==> src/rtl/display_pkg.sv <==
`default_nettype none
// ----------------------------------------------------------------
// display_pkg: shared scan states and segment/anode constants.
// Rev 1.0
// ----------------------------------------------------------------
package display_pkg;

   typedef enum logic [1:0] {
      IDLE  = 2'd0,
      DRIVE = 2'd1,
      BLANK = 2'd2
   } scan_state_e;

   localparam logic [6:0] SEG_OFF   = 7'h7F;
   localparam logic [6:0] SEG_DASH  = 7'h3F;
   localparam logic [3:0] ANODE_OFF = 4'hF;

endpackage
`default_nettype wire

==> src/rtl/bcd_to_seg7.sv <==
`default_nettype none
// ----------------------------------------------------------------
// bcd_to_seg7: BCD nibble to active-low {g,f,e,d,c,b,a}; 10-15 = dash.
// Rev 1.0
// ----------------------------------------------------------------
module bcd_to_seg7
   import display_pkg::*;
(
   input  logic [3:0] bcd,
   output logic [6:0] seg
);

   always_comb begin
      seg = SEG_DASH;
      case (bcd)
         4'd0:    seg = 7'b1000000;
         4'd1:    seg = 7'b1111001;
         4'd2:    seg = 7'b0100100;
         4'd3:    seg = 7'b0110000;
         4'd4:    seg = 7'b0011001;
         4'd5:    seg = 7'b0010010;
         4'd6:    seg = 7'b0000010;
         4'd7:    seg = 7'b1111000;
         4'd8:    seg = 7'b0000000;
         4'd9:    seg = 7'b0010000;
         default: seg = SEG_DASH;
      endcase
   end

endmodule
`default_nettype wire

==> src/rtl/display_scan_ctrl.sv <==
`default_nettype none
// ----------------------------------------------------------------
// display_scan_ctrl: 4-digit multiplexed seven-segment scanner with
// inter-digit blanking and frame-synchronous double buffering. Rev 1.0
// ----------------------------------------------------------------
module display_scan_ctrl
   import display_pkg::*;
#(
   parameter int PRESC_W   = 10,
   parameter int BLANK_CYC = 8
) (
   input  logic        clk_ds,
   input  logic        rst_ds,
   input  logic        en_ds,
   input  logic        load_ds,
   input  logic [15:0] digits_ds,
   input  logic [3:0]  mask_ds,
   input  logic        lz_ds,
   output logic [6:0]  seg_ds,
   output logic [3:0]  an_ds,
   output logic [1:0]  idx_ds,
   output logic        frame_ds
);

   localparam logic [7:0] BLANK_LAST = 8'(BLANK_CYC - 1);

   scan_state_e         state_q, state_d;
   logic [1:0]          idx_q, idx_d;
   logic [PRESC_W-1:0]  presc_q, presc_d;
   logic [7:0]          blank_q, blank_d;
   logic                frame_q, frame_d;
   logic [6:0]          seg_q, seg_d;
   logic [3:0]          an_q, an_d;

   logic [15:0]         act_digits_q, act_digits_d;
   logic [3:0]          act_mask_q, act_mask_d;
   logic                act_lz_q, act_lz_d;
   logic [15:0]         pend_digits_q, pend_digits_d;
   logic [3:0]          pend_mask_q, pend_mask_d;
   logic                pend_lz_q, pend_lz_d;
   logic                pend_q, pend_d;

   logic                commit;
   logic [3:0]          nib;
   logic [6:0]          glyph;
   logic [3:0]          dark_vec;
   logic                z3, z2, z1;
   logic                lit;

   always_comb begin
      state_d = state_q;
      idx_d   = idx_q;
      presc_d = presc_q;
      blank_d = blank_q;
      frame_d = 1'b0;
      if (!en_ds) begin
         state_d = IDLE;
         idx_d   = 2'd0;
         presc_d = '0;
         blank_d = 8'd0;
      end else begin
         case (state_q)
            IDLE: begin
               state_d = DRIVE;
               idx_d   = 2'd0;
               presc_d = '0;
               blank_d = 8'd0;
            end
            DRIVE: begin
               presc_d = presc_q + 1'b1;
               if (&presc_q) begin
                  state_d = BLANK;
                  idx_d   = idx_q + 2'd1;
                  blank_d = 8'd0;
                  frame_d = (idx_q == 2'd3);
               end
            end
            BLANK: begin
               if (blank_q == BLANK_LAST) begin
                  state_d = DRIVE;
                  presc_d = '0;
                  blank_d = 8'd0;
               end else begin
                  blank_d = blank_q + 8'd1;
               end
            end
            default: state_d = IDLE;
         endcase
      end
   end

   // Commit only at the frame boundary so a frame never mixes two buffers.
   assign commit = frame_d || (state_q == IDLE);

   always_comb begin
      act_digits_d  = act_digits_q;
      act_mask_d    = act_mask_q;
      act_lz_d      = act_lz_q;
      pend_digits_d = pend_digits_q;
      pend_mask_d   = pend_mask_q;
      pend_lz_d     = pend_lz_q;
      pend_d        = pend_q;
      if (load_ds) begin
         pend_digits_d = digits_ds;
         pend_mask_d   = mask_ds;
         pend_lz_d     = lz_ds;
         pend_d        = 1'b1;
      end
      if (commit) begin
         if (load_ds) begin
            act_digits_d = digits_ds;
            act_mask_d   = mask_ds;
            act_lz_d     = lz_ds;
         end else if (pend_q) begin
            act_digits_d = pend_digits_q;
            act_mask_d   = pend_mask_q;
            act_lz_d     = pend_lz_q;
         end
         pend_d = 1'b0;
      end
   end

   always_comb begin
      nib = act_digits_d[3:0];
      case (idx_d)
         2'd0:    nib = act_digits_d[3:0];
         2'd1:    nib = act_digits_d[7:4];
         2'd2:    nib = act_digits_d[11:8];
         default: nib = act_digits_d[15:12];
      endcase
   end

   bcd_to_seg7 u_dec (
      .bcd (nib),
      .seg (glyph)
   );

   // Leading-zero run from digit 3 downward; digit 0 always shows.
   assign z3       = (act_digits_d[15:12] == 4'd0);
   assign z2       = z3 && (act_digits_d[11:8] == 4'd0);
   assign z1       = z2 && (act_digits_d[7:4] == 4'd0);
   assign dark_vec = act_mask_d | ({z3, z2, z1, 1'b0} & {4{act_lz_d}});
   assign lit      = (state_d == DRIVE) && !dark_vec[idx_d];

   always_comb begin
      seg_d = SEG_OFF;
      an_d  = ANODE_OFF;
      if (lit) begin
         seg_d = glyph;
         an_d  = ~(4'b0001 << idx_d);
      end
   end

   always_ff @(posedge clk_ds or negedge rst_ds) begin
      if (!rst_ds) begin
         state_q       <= IDLE;
         idx_q         <= 2'd0;
         presc_q       <= '0;
         blank_q       <= 8'd0;
         frame_q       <= 1'b0;
         seg_q         <= SEG_OFF;
         an_q          <= ANODE_OFF;
         act_digits_q  <= 16'd0;
         act_mask_q    <= 4'd0;
         act_lz_q      <= 1'b0;
         pend_digits_q <= 16'd0;
         pend_mask_q   <= 4'd0;
         pend_lz_q     <= 1'b0;
         pend_q        <= 1'b0;
      end else begin
         state_q       <= state_d;
         idx_q         <= idx_d;
         presc_q       <= presc_d;
         blank_q       <= blank_d;
         frame_q       <= frame_d;
         seg_q         <= seg_d;
         an_q          <= an_d;
         act_digits_q  <= act_digits_d;
         act_mask_q    <= act_mask_d;
         act_lz_q      <= act_lz_d;
         pend_digits_q <= pend_digits_d;
         pend_mask_q   <= pend_mask_d;
         pend_lz_q     <= pend_lz_d;
         pend_q        <= pend_d;
      end
   end

   assign seg_ds   = seg_q;
   assign an_ds    = an_q;
   assign idx_ds   = idx_q;
   assign frame_ds = frame_q;

endmodule
`default_nettype wire

==> config.mk <==
export PLATFORM = sky130hd
export DESIGN_NAME = display_scan_ctrl
export DESIGN_NICKNAME = d
export VERILOG_FILES = /design/src/rtl/display_pkg.sv /design/src/rtl/bcd_to_seg7.sv /design/src/rtl/display_scan_ctrl.sv
export SDC_FILE = /design/constraint.sdc
export NUM_CORES = 1
export LEC_CHECK = 0
export BUFFER_PORTS_ARGS = -buffer_cell sky130_fd_sc_hd__buf_4
export CAP_MARGIN = 10
export CELL_PAD_IN_SITES_DETAIL_PLACEMENT = 1
export CELL_PAD_IN_SITES_GLOBAL_PLACEMENT = 2
export CORE_AREA = 5 5 115 117
export CTS_BUF_LIST = sky130_fd_sc_hd__clkbuf_16
export DETAILED_ROUTE_END_ITERATION = 8
export DIE_AREA = 0 0 120 122
export GPL_ROUTABILITY_DRIVEN = 0
export GPL_TIMING_DRIVEN = 0
export PLACE_DENSITY_LB_ADDON = 0.1
export SYNTH_ARGS = -nofsm -noshare
export SYNTH_HDL_FRONTEND = slang
export SYNTH_SLANG_ARGS = --single-unit
==> constraint.sdc <==
create_clock -name clk_ds -period 3.1 [get_ports clk_ds]
set_input_delay 0.465 -clock clk_ds [delete_from_list [all_inputs] [get_ports clk_ds]]
set_output_delay 0.465 -clock clk_ds [all_outputs]
set_load 0.01 [all_outputs]
Yosys cells after proc, flatten, opt, wreduce, memory -nomap -nowiden
Memories as Yosys holds them, arrays and structs flattened.
Index checks and enable logic that the tools add are counted.
{"block": "word_totals", "inputBits": 25, "register_bits": 77, "mem_count": 1, "mem_bits_ro": 112, "word_cells": 80}
{"name": "(name not given)", "depth": 16, "word_bits": 7, "read_ports": 1, "rd_ports_with_merged_regs": 0, "write_ports": 0, "line_no": "bcd_to_seg7.sv:15", "rtl": "case (bcd)"}
{"block": "classes", "addsub": 3, "n_lt_le_gt_ge": 1, "n_reduce_logical": 14, "n_eq_ne": 10, "bitwise": 3, "shifts": 1, "n_mux": 33}
{"op": "16-bit 2-to-1 mux", "n": 3}
{"op": "10-bit one-hot mux with 3 select lines", "n": 1}
{"op": "8-bit 2-to-1 mux", "n": 3}
{"op": "8-bit one-hot mux with 3 select lines", "n": 1}
{"op": "10-bit 2-to-1 mux", "n": 2}
{"op": "4-bit 2-to-1 mux", "n": 4}
{"op": "4-bit logical NOT", "n": 3}
{"op": "4-bit one-hot mux with 3 select lines", "n": 1}
{"op": "10-bit by 1-bit adder with 10-bit output, second input constant", "n": 1}
{"op": "2-bit 2-to-1 mux", "n": 5}
{"op": "10-bit AND reduction", "n": 1}
{"op": "1-bit 2-to-1 mux", "n": 9}
{"op": "8-bit by 1-bit adder with 8-bit output, second input constant", "n": 1}
{"op": "8-bit by 3-bit equality test with 1-bit output, second input constant", "n": 1}
{"op": "7-bit 2-to-1 mux", "n": 1}
{"op": "2-bit by 1-bit equality test with 1-bit output, second input constant", "n": 3}
{"op": "2-bit equality test, second input constant", "n": 3}
{"op": "3-bit != test, second input constant", "n": 2}
{"op": "2-bit one-hot mux with 3 select lines", "n": 1}
{"op": "4-bit AND", "n": 1}
{"op": "2-bit logical NOT", "n": 2}
{"op": "4-bit by 1-bit != test with 1-bit output, second input constant", "n": 1}
{"op": "4-bit NOT", "n": 1}
{"op": "4-bit OR", "n": 1}
{"op": "other kinds (10)", "n": 13}

Logic depth before layout (Yosys ltp)
Gate-level depths: netlist (run 1).
{"block": "depth", "ltp_word": 16, "ltp_mapped": 13, "depth_no_buf": 12}

By module
From an unflattened synthesis (run 1), not the netlist that was laid out.
{"block": "hier_totals", "cells_unflattened": 387, "hier_area_um2": 4078.9}
{"module": "display_scan_ctrl", "area_each_um2": 3854.9, "instances": 1, "cells_per_inst": 356}
{"module": "bcd_to_seg7", "area_each_um2": 224.0, "instances": 1, "cells_per_inst": 31}

Worst setup path after synthesis (run 1)
Ideal clock, no wire load.
{"block": "synth_path", "path_kind": "register -> register", "from": "reg presc_q[0]", "to": "reg seg_q[3], in the netlist seg_ds[3]", "path_buffers": 1, "setup_ns": 0.086, "setup_slack_ns": 0.144, "path_stages_with_launch": 11, "arrival_ns": 2.870, "path_cell_list": "dfrtp_1 ha_1 nand4_4 o41a_1 buf_6 o31ai_1 a21oi_1 o32ai_1 ha_1 nor3b_1 o31ai_2"}
{"block": "synth_between", "elab_chain_cells": 16, "word_cells_on_any_way": 32, "cone_classes": "eq/ne: 3; mux: 16; bitwise: 2; reduce/logical: 10; memory: 1"}
{"item": "start, declared", "line_no": "display_scan_ctrl.sv:29", "rtl": "logic [PRESC_W-1:0] presc_q, presc_d;"}
{"item": "start signal, assigned", "line_no": "display_scan_ctrl.sv:173", "rtl": "presc_q <= presc_d;"}
{"item": "10-bit AND reduction (*)", "line_no": "display_scan_ctrl.sv:71", "rtl": "if (&presc_q) begin"}
{"item": "1-bit 2-to-1 mux", "line_no": "display_scan_ctrl.sv:71"}
{"item": "1-bit 2-to-1 mux", "line_no": "display_scan_ctrl.sv:62", "rtl": "case (state_q)"}
{"item": "1-bit 2-to-1 mux", "line_no": "display_scan_ctrl.sv:56", "rtl": "if (!en_ds) begin"}
{"item": "1-bit logical OR", "line_no": "display_scan_ctrl.sv:93", "rtl": "assign commit = frame_d || (state_q == IDLE);"}
{"item": "16-bit 2-to-1 mux", "line_no": "display_scan_ctrl.sv:109", "rtl": "if (commit) begin"}
{"item": "4-bit logical NOT, on equally long branches", "line_no": "display_scan_ctrl.sv:139, display_scan_ctrl.sv:140"}
{"item": "1-bit logical AND", "line_no": "display_scan_ctrl.sv:140", "rtl": "assign z2 = z3 && (act_digits_d[11:8] == 4'd0);"}
{"item": "1-bit logical AND", "line_no": "display_scan_ctrl.sv:141", "rtl": "assign z1 = z2 && (act_digits_d[7:4] == 4'd0);"}
{"item": "4-bit AND", "line_no": "display_scan_ctrl.sv:142", "rtl": "assign dark_vec = act_mask_d | ({z3, z2, z1, 1'b0} & {4{act_lz_d}});"}
{"item": "4-bit OR", "line_no": "display_scan_ctrl.sv:142"}
{"item": "1-bit binary-select mux with 2-bit select", "line_no": "display_scan_ctrl.sv:143", "rtl": "assign lit = (state_d == DRIVE) && !dark_vec[idx_d];"}
{"item": "1-bit 2-to-1 mux (implied by the code)", "line_no": "display_scan_ctrl.sv:143"}
{"item": "1-bit logical NOT", "line_no": "display_scan_ctrl.sv:143"}
{"item": "1-bit logical AND", "line_no": "display_scan_ctrl.sv:143"}
{"item": "7-bit 2-to-1 mux (*)", "line_no": "display_scan_ctrl.sv:148", "rtl": "if (lit) begin"}
{"item": "via seg_d[3]", "line_no": "display_scan_ctrl.sv:32", "rtl": "logic [6:0] seg_q, seg_d;"}
{"item": "end signal, assigned", "line_no": "display_scan_ctrl.sv:176", "rtl": "seg_q <= seg_d;"}
{"item": "end, declared", "line_no": "display_scan_ctrl.sv:32"}
The timed path passes the listed nets; every way through them passes the cells marked *. The select of a mux whose other input is x is not followed.
A chain may end at the register's enable or synchronous reset.

Worst setup path after layout (run 1)
{"block": "layout_path", "from": "reg state_q[1]", "to": "reg seg_q[5], in the netlist seg_ds[5]"}
{"block": "layout_between", "elab_chain_cells": 15, "word_cells_on_any_way": 33, "cone_classes": "eq/ne: 5; mux: 15; bitwise: 2; reduce/logical: 10; memory: 1"}
{"item": "start, declared", "line_no": "display_scan_ctrl.sv:27", "rtl": "scan_state_e state_q, state_d;"}
{"item": "start signal, assigned", "line_no": "display_scan_ctrl.sv:171", "rtl": "state_q <= state_d;"}
{"item": "2-bit by 1-bit equality test with 1-bit output", "line_no": "display_scan_ctrl.sv:62"}
{"item": "1-bit 2-to-1 mux", "line_no": "display_scan_ctrl.sv:62"}
{"item": "1-bit 2-to-1 mux", "line_no": "display_scan_ctrl.sv:56"}
{"item": "1-bit logical OR", "line_no": "display_scan_ctrl.sv:93"}
{"item": "16-bit 2-to-1 mux", "line_no": "display_scan_ctrl.sv:109"}
{"item": "4-bit logical NOT, on equally long branches", "line_no": "display_scan_ctrl.sv:139, display_scan_ctrl.sv:140"}
{"item": "1-bit logical AND", "line_no": "display_scan_ctrl.sv:140"}
{"item": "1-bit logical AND", "line_no": "display_scan_ctrl.sv:141"}
{"item": "4-bit AND", "line_no": "display_scan_ctrl.sv:142"}
{"item": "4-bit OR", "line_no": "display_scan_ctrl.sv:142"}
{"item": "1-bit binary-select mux with 2-bit select", "line_no": "display_scan_ctrl.sv:143"}
{"item": "1-bit 2-to-1 mux (implied by the code)", "line_no": "display_scan_ctrl.sv:143"}
{"item": "1-bit logical NOT", "line_no": "display_scan_ctrl.sv:143"}
{"item": "1-bit logical AND", "line_no": "display_scan_ctrl.sv:143"}
{"item": "7-bit 2-to-1 mux (*)", "line_no": "display_scan_ctrl.sv:148"}
{"item": "via seg_d[5]", "line_no": "display_scan_ctrl.sv:32"}
Marks and branches as above.

==> impl_metrics.ini, run 1 <==
[detailed_routing]
num_vias = 3430
drc_errors = 0
drt-wirelength-per-cell_um = 19.44
drt_first_iter_violations = 118
routed_wirelength_um = 12270
firstDrtPassIters = 5
detail_route.vias_per_cell = 5.436
final_antenna_net_count = 0

[logic_synthesis]
post_synth_most_frequent_cells = 66 x sky130_fd_sc_hd__dfrtp_1, 42 x sky130_fd_sc_hd__nand2_1, 28 x sky130_fd_sc_hd__nor2_1
synth_warnings = 0
netlist_area_um2 = 4144
synth_top_area_cell = sky130_fd_sc_hd__dfrtp_1
synth_top_flop_cell = sky130_fd_sc_hd__dfrtp_1
synth.distinct_cells = 77
ys_top_cells_by_area = sky130_fd_sc_hd__dfrtp_1 40%, sky130_fd_sc_hd__dfstp_2 7.0%, sky130_fd_sc_hd__mux2_2 4.9%, sky130_fd_sc_hd__nand2_1 3.8%, sky130_fd_sc_hd__o21ai_0 3.0%
synthCells = 407
synthesis.area_per_instance_um2 = 10.18
netlist.area_leader.share_pct = 39.86
yosysMostFrequentCell = sky130_fd_sc_hd__dfrtp_1
synth_edf_count = 0
synthArstFlopShare_pct = 100.0
ys_seq_area_share_pct = 46.83
synth.net_count = 440
synth.ff_latch_count = 77

[min_path]
hold_class = in -> async

[sta]
final_count_of_hold_timing_violations = 0
timing.slew.headroom_pct = 31.68
timing.final.setup_violations = 0
timing.final.crit_share_pct = 98.54
report.final.slew_viol_count = 0
final_critical_path_setup_slack_ps = 45.13
worstMarginPinSlew_ps = 1025
fin_crit_ps = 3055
timing.fmax_mhz = 327.3
fin_setup_tns_ps = 0
timing.clock.skew_ps = 6.294

[place]
postPlaceCellArea_um2 = 4609
place_worst_setup_slack_ps = -645.9
hpwl_um = 8545
placed_cells_incl_taps = 594
place.port_buffers = 37

[grt]
globalRoute.busiestLayer = met2
grt_pass1_vias = 3694
grt_usage_pct = 17.51
globalRouteOverflowTotal = 0
grt_use_met1_pct = 23.26
use_met3_pct = 2.925
grt_first_pass_wirelength_um = 19930
grt_max_degree = 78
number_of_antenna_violations_at_the_first_check_in_global_routing = 0
global_route.usage.met2_pct = 28.80

[clocking]
clk_slew_on_worst_s_h_paths_ps = 60
clockRootBuffer = sky130_fd_sc_hd__clkbuf_16
clock_tree.buffer_depth = 2
cts_inserted_buffers = 9
insertion_delay_ps = 340
clock_tree_from_tritoncts = yes
ctsHtreeMaxLevel = 3
clock_sink_count = 77
cts_hold_buf = 0

[floorplanning]
die_width_um = 120
starting_density_of_the_core_pct = 33.80
boundaryPins = 39
die_area_um2 = 14640
placementRows = 41
core_area_um2 = 12260
die_height_um = 122

[layout]
post_route_cells_drive_above_1_share_pct = 34.93
layout.area.seq_um2 = 1944
antennaDiodeCount = 0
layout-area-overhead-vs-synth_pct = 27.84
multi_input_area_um2 = 2216
fillerInstances = 1373
finalNetCount = 509
post-route-cell-area_um2 = 5298
instances_no_fill = 631

[worst_setup_path]
timing.critical_path.to_type = register
timing.setup.critical_path_class = reg -> reg
cp_data_required_time_ps = 3360
cp-start-kind = register
critical_path_maximum_fanout = 10
worstPathArrival_ps = 3310

[run_status]
status = complete, no violations

[run]
cap_viol_max_count = 0

[pwr]
p_leak_nw = 2.314
ir_drop_v = 0.0002596
power.total_mw = 2.540
pwr_density_cell_nw_per_um2 = 479.4
## power by group
part	internal (mW)	total, mW	switching, mW
clock network	0.524	0.935	0.412
logic	0.214	0.469	0.255
registers	1.10	1.13	0.0354
## cells by family after synthesis
family | share of synthesized area, %
buffers and inverters | 5.374
adders and majority gates | 2.416
and+or+nand+nor | 18.99
AOI/OAI and AO/OA | 18.36
xor gates and xnor gates | 1.057
DFF | 46.83
muxes | 6.975
## layout make-up
type                    count  share of cell area [%]
plain buffers              19                   2.669
clock buffers               9                   4.251
inverters                  24                   1.724
repair buffers             60                   8.762
multi-input cells         285                   41.83
flip-flops and latches     77                   36.70
clock inverters             7                  0.5196
well taps                 150                   3.543
## repair_timing
item / CTS / global route
cloned: 1 / 1
resized for setup: 25 / 27
buffers inserted: 10 / 11
hold endpoints to repair: 0 / 0
pin swaps: 7 / 10
endpoints found under the setup margin: 11 / 11
## registers in the layout, summed over array words and instances, names as in the netlist
name and flops:
act_digits_q 16, pend_digits_q 16, presc_q 10, blank_q 8, seg_ds 7, act_mask_q 4
an_ds 4, pend_mask_q 4, idx_ds 2, state_q 2, act_lz_q 1, frame_ds 1
pend_lz_q 1, pend_q 1
## path summary, 6_finish.rpt
kind / cells after the start / to / start / slack, ps
worst max-delay path: 10 / seg_ds[5] / state_q[1] / 50
worst min-delay path: 1 / presc_q[5] / rst_ds / 270
worst max register to register: 10 / seg_ds[5] / state_q[1] / 50
worst min register to register: 2 / act_mask_q[1] / act_mask_q[1] / 480
max in group asynchronous: 1 / blank_q[6] / rst_ds / 2130
min in group clk_ds: 3 / pend_digits_q[10] / digits_ds[10] / 360
## through the flow
stage                     hold slack (ps)  utilization [%]
after floorplan                     169.4                -
after global placement              469.3            37.60
after detailed placement            467.2            37.60
after CTS                           343.0            41.40
after global routing                363.9            43.21
final                               273.9            43.21
## placed cells by master, fill, tap and decap left out, types with 3 or more instances in the layout
cell type / instances
sky130_fd_sc_hd__nor3b_1: 3
sky130_fd_sc_hd__buf_4: 58
sky130_fd_sc_hd__and3_1: 7
sky130_fd_sc_hd__a22o_1: 5
sky130_fd_sc_hd__clkbuf_1: 4
sky130_fd_sc_hd__nor2b_1: 5
sky130_fd_sc_hd__nor3_1: 5
sky130_fd_sc_hd__inv_1: 25
sky130_fd_sc_hd__o21ai_1: 5
sky130_fd_sc_hd__buf_2: 4
sky130_fd_sc_hd__o41ai_1: 4
sky130_fd_sc_hd__buf_6: 9
sky130_fd_sc_hd__or4_4: 3
sky130_fd_sc_hd__and2_1: 5
sky130_fd_sc_hd__o21ai_0: 24
sky130_fd_sc_hd__dfstp_2: 11
sky130_fd_sc_hd__dfrtp_2: 3
sky130_fd_sc_hd__mux2_4: 3
sky130_fd_sc_hd__nand2_1: 41
sky130_fd_sc_hd__nand4_1: 3
sky130_fd_sc_hd__nand2b_1: 3
sky130_fd_sc_hd__mux2i_1: 5
sky130_fd_sc_hd__mux2_2: 15
sky130_fd_sc_hd__a21oi_1: 12
sky130_fd_sc_hd__o31ai_2: 6
sky130_fd_sc_hd__o31ai_1: 8
sky130_fd_sc_hd__nor4_2: 4
sky130_fd_sc_hd__nand3_1: 11
sky130_fd_sc_hd__clkbuf_16: 9
sky130_fd_sc_hd__a31oi_1: 9
sky130_fd_sc_hd__nor2_1: 28
sky130_fd_sc_hd__ha_1: 7
sky130_fd_sc_hd__xor2_1: 3
sky130_fd_sc_hd__dfrtp_1: 63
## worst max-delay path, cell delays in order (launching register included)
cell and delay [ps]:
sky130_fd_sc_hd__dfrtp_1 450, sky130_fd_sc_hd__nand4b_1 310, sky130_fd_sc_hd__or4_4 510, sky130_fd_sc_hd__buf_6 170, sky130_fd_sc_hd__a22oi_1 270, sky130_fd_sc_hd__nor4b_1 110
sky130_fd_sc_hd__a31oi_1 350, sky130_fd_sc_hd__o221ai_4 190, sky130_fd_sc_hd__buf_2 190, sky130_fd_sc_hd__and3b_1 180, sky130_fd_sc_hd__o31ai_2 220
## per-layer routing
| metal | vias up | wire length [um] |
|---|---|---|
| met1 | 1757 | 5791 |
| met3 | 17 | 223 |
| met2 | 34 | 6033 |
| met4 | 0 | 218 |
| met5 | - | 0 |
| li1 | 1622 | - |
No activity file was read; power rests on OpenSTA's default activity.
==> run 2, diff against run 1 <==
--- a/config.mk
+++ b/config.mk
@@ -10,12 +10,11 @@
 export CELL_PAD_IN_SITES_DETAIL_PLACEMENT = 1
 export CELL_PAD_IN_SITES_GLOBAL_PLACEMENT = 2
 export CORE_AREA = 5 5 115 117
-export CTS_BUF_LIST = sky130_fd_sc_hd__clkbuf_16
 export DETAILED_ROUTE_END_ITERATION = 8
 export DIE_AREA = 0 0 120 122
 export GPL_ROUTABILITY_DRIVEN = 0
 export GPL_TIMING_DRIVEN = 0
-export PLACE_DENSITY_LB_ADDON = 0.1
+export PLACE_DENSITY_LB_ADDON = 0.05
 export SYNTH_ARGS = -nofsm -noshare
 export SYNTH_HDL_FRONTEND = slang
 export SYNTH_SLANG_ARGS = --single-unit
==> constraint.sdc (replaced) <==
create_clock -name clk_ds -period 3.4 [get_ports clk_ds]
set_input_delay 0.51 -clock clk_ds [delete_from_list [all_inputs] [get_ports clk_ds]]
set_output_delay 0.51 -clock clk_ds [all_outputs]
set_load 0.01 [all_outputs]
==> run 2 against run 1 <==
Net effect: non-clock buffer count shrank 15; highest routed layer unchanged; flip-flop and latch count is the same; routed wire length shrank 2.9%; critical path type unchanged; sequential share of layout area grew 1.8 points; critical endpoint is now seg_ds[3]; register-to-register slack gained 120 ps; setup slack gained 120 ps; first-iteration DRC count grew 12%; combinational power shrank 17%; count of clock-buffer cells in the layout grew 3.
==> impl_metrics.ini, run 2 (synthesized netlist as in run 1, its figures left out) <==
[run_status]
status = complete, no violations

[clocking]
clockRootBuffer = sky130_fd_sc_hd__clkbuf_16
ctsHtreeMaxLevel = 3
cts_hold_buf = 0
clk_slew_on_worst_s_h_paths_ps = 60
cts_inserted_buffers = 9
clock_sink_count = 77
clock_tree_from_tritoncts = yes
insertion_delay_ps = 340
clock_tree.buffer_depth = 2

[worst_setup_path]
timing.setup.critical_path_class = reg -> reg
timing.rr.start = presc_q[0]
critical_path_maximum_fanout = 10
critical_path.slowest_cell = sky130_fd_sc_hd__or4_4
cp-start-kind = register
worst_setup_path_startpoint = presc_q[0]
cp_data_required_time_ps = 3650
crit_path_cell_trace = ha_2 > nand4_4 > or4_4 > buf_6 > a311o_1 > a31oi_1 > o32ai_4 > ha_1 > nor3b_1 > o31ai_2
timing.critical_path.to_type = register
max_stage_delay_ps = 560
worstPathArrival_ps = 3490

[floorplanning]
boundaryPins = 39
die_width_um = 120
core_area_um2 = 12260
placementRows = 41
starting_density_of_the_core_pct = 33.80
die_height_um = 122
die_area_um2 = 14640

[sta]
fin_crit_ps = 3238
hold-worst-slack_ps = 351.4
timing.final.crit_share_pct = 95.23
timing.final.setup_violations = 0
grt_setup_unrepaired = false
timing.clock.skew_ps = 5.152
timing.slew.headroom_pct = 32.76
timing.fmax_mhz = 308.9
report.final.slew_viol_count = 0
worstMarginPinSlew_ps = 1009
fin_setup_tns_ps = 0
final_count_of_hold_timing_violations = 0

[pwr]
p_leak_nw = 2.216
ir_drop_v = 0.0003647
pwr_density_cell_nw_per_um2 = 480.0

[grt]
grt_usage_pct = 17.14
number_of_antenna_violations_at_the_first_check_in_global_routing = 0
grt_max_degree = 78
grt_pass1_vias = 3509
grt_first_pass_wirelength_um = 19370
globalRouteOverflowTotal = 0

[detailed_routing]
drc_errors = 0
drt_first_iter_violations = 132
num_vias = 3332
firstDrtPassIters = 4
routed_wirelength_um = 11920
final_antenna_net_count = 0
drt-wirelength-per-cell_um = 19.34
detail_route.vias_per_cell = 5.409

[place]
postPlaceCellArea_um2 = 4609
hpwl_um = 8608
place.port_buffers = 37

[layout]
leading_cell_types_in_the_layout_fill_and_taps_excluded = 66 x sky130_fd_sc_hd__dfrtp_1, 45 x sky130_fd_sc_hd__buf_4, 42 x sky130_fd_sc_hd__nand2_1, 28 x sky130_fd_sc_hd__nor2_1, 24 x sky130_fd_sc_hd__o21ai_0
antennaDiodeCount = 0
layout-area-overhead-vs-synth_pct = 21.65
post-route-cell-area_um2 = 5041
finalNetCount = 494
post_route_cells_drive_above_1_share_pct = 29.18
top_regs = act_digits_q x16, pend_digits_q x16, presc_q x10
mostFrequentLayoutCell = sky130_fd_sc_hd__dfrtp_1

[min_path]
hold_class = in -> async

[run]
cap_viol_max_count = 0
[run 2: critical path, delay by kind of cell (launching register included)]
family | cells | cell delay (ps)
AO/OA/AOI/OAI | 4 | 1090
adder cells (fa/ha/maj) | 2 | 590
AND/OR/NAND/NOR | 3 | 860
flip-flops | 1 | 430
buffers and inverters | 1 | 170
[run 2: layer usage]
metal	vias up	track usage [%]	wire length [um]
li1	1600	-	-
met1	1674	22.46	5630
met2	44	28.77	5809
met3	14	3.482	327
met4	0	5.011	148
met5	-	0	0
[run 2: metrics by stage]
step                      util (%)  setup slack (ps)  total power, mW  std cells
after floorplan                  -             443.7            1.289        407
after global routing         41.12             7.787            2.547        616
after CTS                    40.30             6.818            2.449        609
after detailed placement     37.60            -432.4            1.427        594
final                        41.12             162.3            2.420        616
after global placement       37.60            -464.7            1.416        594
[run 2: final cells by class]
class                   count  area, um2
flip-flops and latches     77       1941
plain buffers              20      137.6
well taps                 150      187.7
inverters                  24      93.84
clock inverters             4      45.04
multi-input cells         285       2039
clock buffers              12      266.5
fillers                  1393       7219
repair buffers             44      330.3
[run 2: final timing paths]
path | slack, ps | end | cells after the start
max | 160 | seg_ds[3] | 10
min | 350 | presc_q[4] | 1
max reg2reg | 160 | seg_ds[3] | 10
min reg2reg | 490 | act_mask_q[2] | 2
max in group asynchronous | 2410 | act_digits_q[4] | 1
min in group clk_ds | 410 | pend_digits_q[9] | 3
[run 2: where the power goes]
part / internal, mW / total (mW) / switching, mW / leakage, nW
sequential: 1.00 / 1.03 / 0.0320 / 0.943
clock: 0.624 / 0.997 / 0.372 / 0.158
combinational: 0.175 / 0.389 / 0.213 / 1.11
[run 2: what timing repair did]
action | CTS | global route
pin swaps | 0 | 5
gates resized for setup | 5 | 9
buffers inserted | 0 | 7
setup endpoints to repair | 11 | 11
==> run 3, diff against run 2 <==
--- a/config.mk
+++ b/config.mk
@@ -13,7 +13,6 @@
 export DETAILED_ROUTE_END_ITERATION = 8
 export DIE_AREA = 0 0 120 122
 export GPL_ROUTABILITY_DRIVEN = 0
-export GPL_TIMING_DRIVEN = 0
 export PLACE_DENSITY_LB_ADDON = 0.05
 export SYNTH_ARGS = -nofsm -noshare
 export SYNTH_HDL_FRONTEND = slang
==> run 3 against run 2 <==
Net effect: final cell count is 0.16% lower; combinational power is 4% lower; critical path type unchanged; highest routed layer unchanged; sequential power hardly changed.
==> impl_metrics.ini, run 3 (synthesized netlist as in run 1, its figures left out) <==
[run_status]
status = complete, no violations

[worst_setup_path]
reg2reg_slack_ps = 200
worstPathArrival_ps = 3460
critical_path.most_common_cell = sky130_fd_sc_hd__buf_4
max_stage_delay_ps = 570
rr_worst_depth = 11
cp-start-kind = register
cp_data_required_time_ps = 3660
timing.setup.critical_path_class = reg -> reg
worstPathBufferInverterCount = 2
timing.critical_path.to_type = register
cpLargestDelayFamily = compound AO/OA/AOI/OAI gates
critical_path.slowest_cell = sky130_fd_sc_hd__or4_4
critical_path.reg2reg.endpoint = seg_ds[6]
critical_path_maximum_fanout = 11
crit_path_cell_trace = ha_1 > nand4_4 > or4_4 > a21oi_2 > buf_4 > mux2_2 > o311ai_1 > o22ai_1 > a211oi_2 > buf_4 > o21ai_1
timing.rr.start = presc_q[0]

[clocking]
clockRootBuffer = sky130_fd_sc_hd__clkbuf_16
ctsHtreeMaxLevel = 3
insertion_delay_ps = 340
clk_slew_on_worst_s_h_paths_ps = 60
postCtsSetupBuffers = 0
clock_sink_count = 77
clock_tree.buffer_depth = 2
clock_tree_from_tritoncts = yes
cts_inserted_buffers = 9

[pwr]
pwr_density_cell_nw_per_um2 = 485.2
power.total_mw = 2.420
ir_drop_v = 0.0002921
p_clk_share_pct = 41.7
power.switching_fraction_pct = 25.92
p_switching_uw = 627.2
seqPwrFrac_pct = 42.9
power_report.internal_total_mw = 1.793
p_leak_nw = 2.219
power.combinational.fraction_pct = 15.4

[place]
hpwl_um = 8640
postPlaceCellArea_um2 = 4672
place.port_buffers = 38
place_worst_setup_slack_ps = 136.5

[grt]
grt_pass1_vias = 3643
number_of_antenna_violations_at_the_first_check_in_global_routing = 0
grt_first_pass_wirelength_um = 19620
globalRouteOverflowTotal = 0
grt_usage_pct = 17.47
grt_max_degree = 78

[detailed_routing]
drt_first_iter_violations = 145
drt-wirelength-per-cell_um = 19.25
drc_errors = 0
detail_route.vias_per_cell = 5.408
final_antenna_net_count = 0
routed_wirelength_um = 11840
num_vias = 3326
firstDrtPassIters = 4

[floorplanning]
die_area_um2 = 14640
die_width_um = 120
starting_density_of_the_core_pct = 33.80
placementRows = 41
boundaryPins = 39
die_height_um = 122
core_area_um2 = 12260

[sta]
worstMarginPinSlew_ps = 1034
timing.clock.skew_ps = 5.184
fin_setup_tns_ps = 0
timing.fmax_mhz = 312.8
final_count_of_hold_timing_violations = 0
timing.slew.headroom_pct = 31.05
grt_setup_unrepaired = false
timing.final.setup_violations = 0
report.final.slew_viol_count = 0
fin_crit_ps = 3197
final_critical_path_setup_slack_ps = 202.7
timing.final.crit_share_pct = 94.04

[layout]
finish.utilization_pct = 40.68
top_regs = act_digits_q x16, pend_digits_q x16, presc_q x10
post-route-cell-area_um2 = 4987
post_route_cells_drive_above_1_share_pct = 29.25
finalNetCount = 493
fillerInstances = 1397
mostFrequentLayoutCell = sky130_fd_sc_hd__dfrtp_1
multi_input_area_um2 = 1984
layout-area-overhead-vs-synth_pct = 20.35
layout.area.seq_um2 = 1941
antennaDiodeCount = 0
leading_cell_types_in_the_layout_fill_and_taps_excluded = 66 x sky130_fd_sc_hd__dfrtp_1, 63 x sky130_fd_sc_hd__buf_4, 42 x sky130_fd_sc_hd__nand2_1, 28 x sky130_fd_sc_hd__nor2_1, 25 x sky130_fd_sc_hd__o21ai_0

[run]
cap_viol_max_count = 0

[min_path]
hold_class = in -> async
## run 3: changes by cell type in the layout (fill, tap and decap cells not counted), moves of 4 or more
cell | previous run | this run
sky130_fd_sc_hd__buf_2 | 4 | 0
sky130_fd_sc_hd__buf_4 | 45 | 63
sky130_fd_sc_hd__buf_6 | 7 | 0
sky130_fd_sc_hd__clkbuf_1 | 6 | 0
## run 3: how the worst max path moves through the flow
stage | startpoint | endpoint | slack [ps] | cells after the start
after floorplan | presc_q[0] | seg_ds[3] | 440 | 10
after global placement | presc_q[0] | an_ds[1] | 220 | 11
after global routing | presc_q[0] | seg_ds[5] | 8 | 11
final | presc_q[0] | seg_ds[6] | 200 | 11
after CTS | presc_q[0] | seg_ds[6] | 120 | 11
after detailed placement | presc_q[0] | an_ds[1] | 140 | 11
## run 3: power by group through the flow
| stage | Sequential, mW | Combinational (mW) | Clock (mW) |
|---|---|---|---|
| floorplan | 1.05 | 0.241 | 0 |
| global placement | 1.05 | 0.374 | 0 |
| detailed placement | 1.05 | 0.379 | 0 |
| CTS | 1.04 | 0.381 | 1.05 |
| global route | 1.05 | 0.419 | 1.08 |
| finish | 1.04 | 0.373 | 1.01 |
## run 3: final cells by class
cell class	count	area share, %
repair buffers	63	9.483
flip-flops and latches	77	38.91
clock buffers	12	5.344
multi-input cells	285	39.79
inverters	24	1.806
clock inverters	4	0.9032
well taps	150	3.763
## run 3: worst register-to-register path, cell delays in order, from the launching register on
cell and delay, ps:
sky130_fd_sc_hd__dfrtp_1 430, sky130_fd_sc_hd__ha_1 260, sky130_fd_sc_hd__nand4_4 150, sky130_fd_sc_hd__or4_4 570, sky130_fd_sc_hd__a21oi_2 190, sky130_fd_sc_hd__buf_4 190
sky130_fd_sc_hd__mux2_2 350, sky130_fd_sc_hd__o311ai_1 290, sky130_fd_sc_hd__o22ai_1 130, sky130_fd_sc_hd__a211oi_2 230, sky130_fd_sc_hd__buf_4 220, sky130_fd_sc_hd__o21ai_1 100
## run 3: per-stage QoR
stage / cells / hold WS [ps]
CTS: 615 / 387.5
finish: 615 / 327.2
global placement: 599 / 469.9
detailed placement: 599 / 478.1
floorplan: 407 / 214.4
global route: 615 / 402.4
## run 3: timing repair
item | CTS | global route
hold buffers | 0 | 0
gates resized for setup | 0 | 1
setup endpoints to repair | 0 | 11
## run 3: metal layers
layer	GRT usage, %	up-vias	part of all wire, %
met5	0	-	0
met2	27.92	44	48
met4	7.802	0	2.4
met3	3.203	15	2.9
li1	-	1595	-
met1	23.18	1672	47
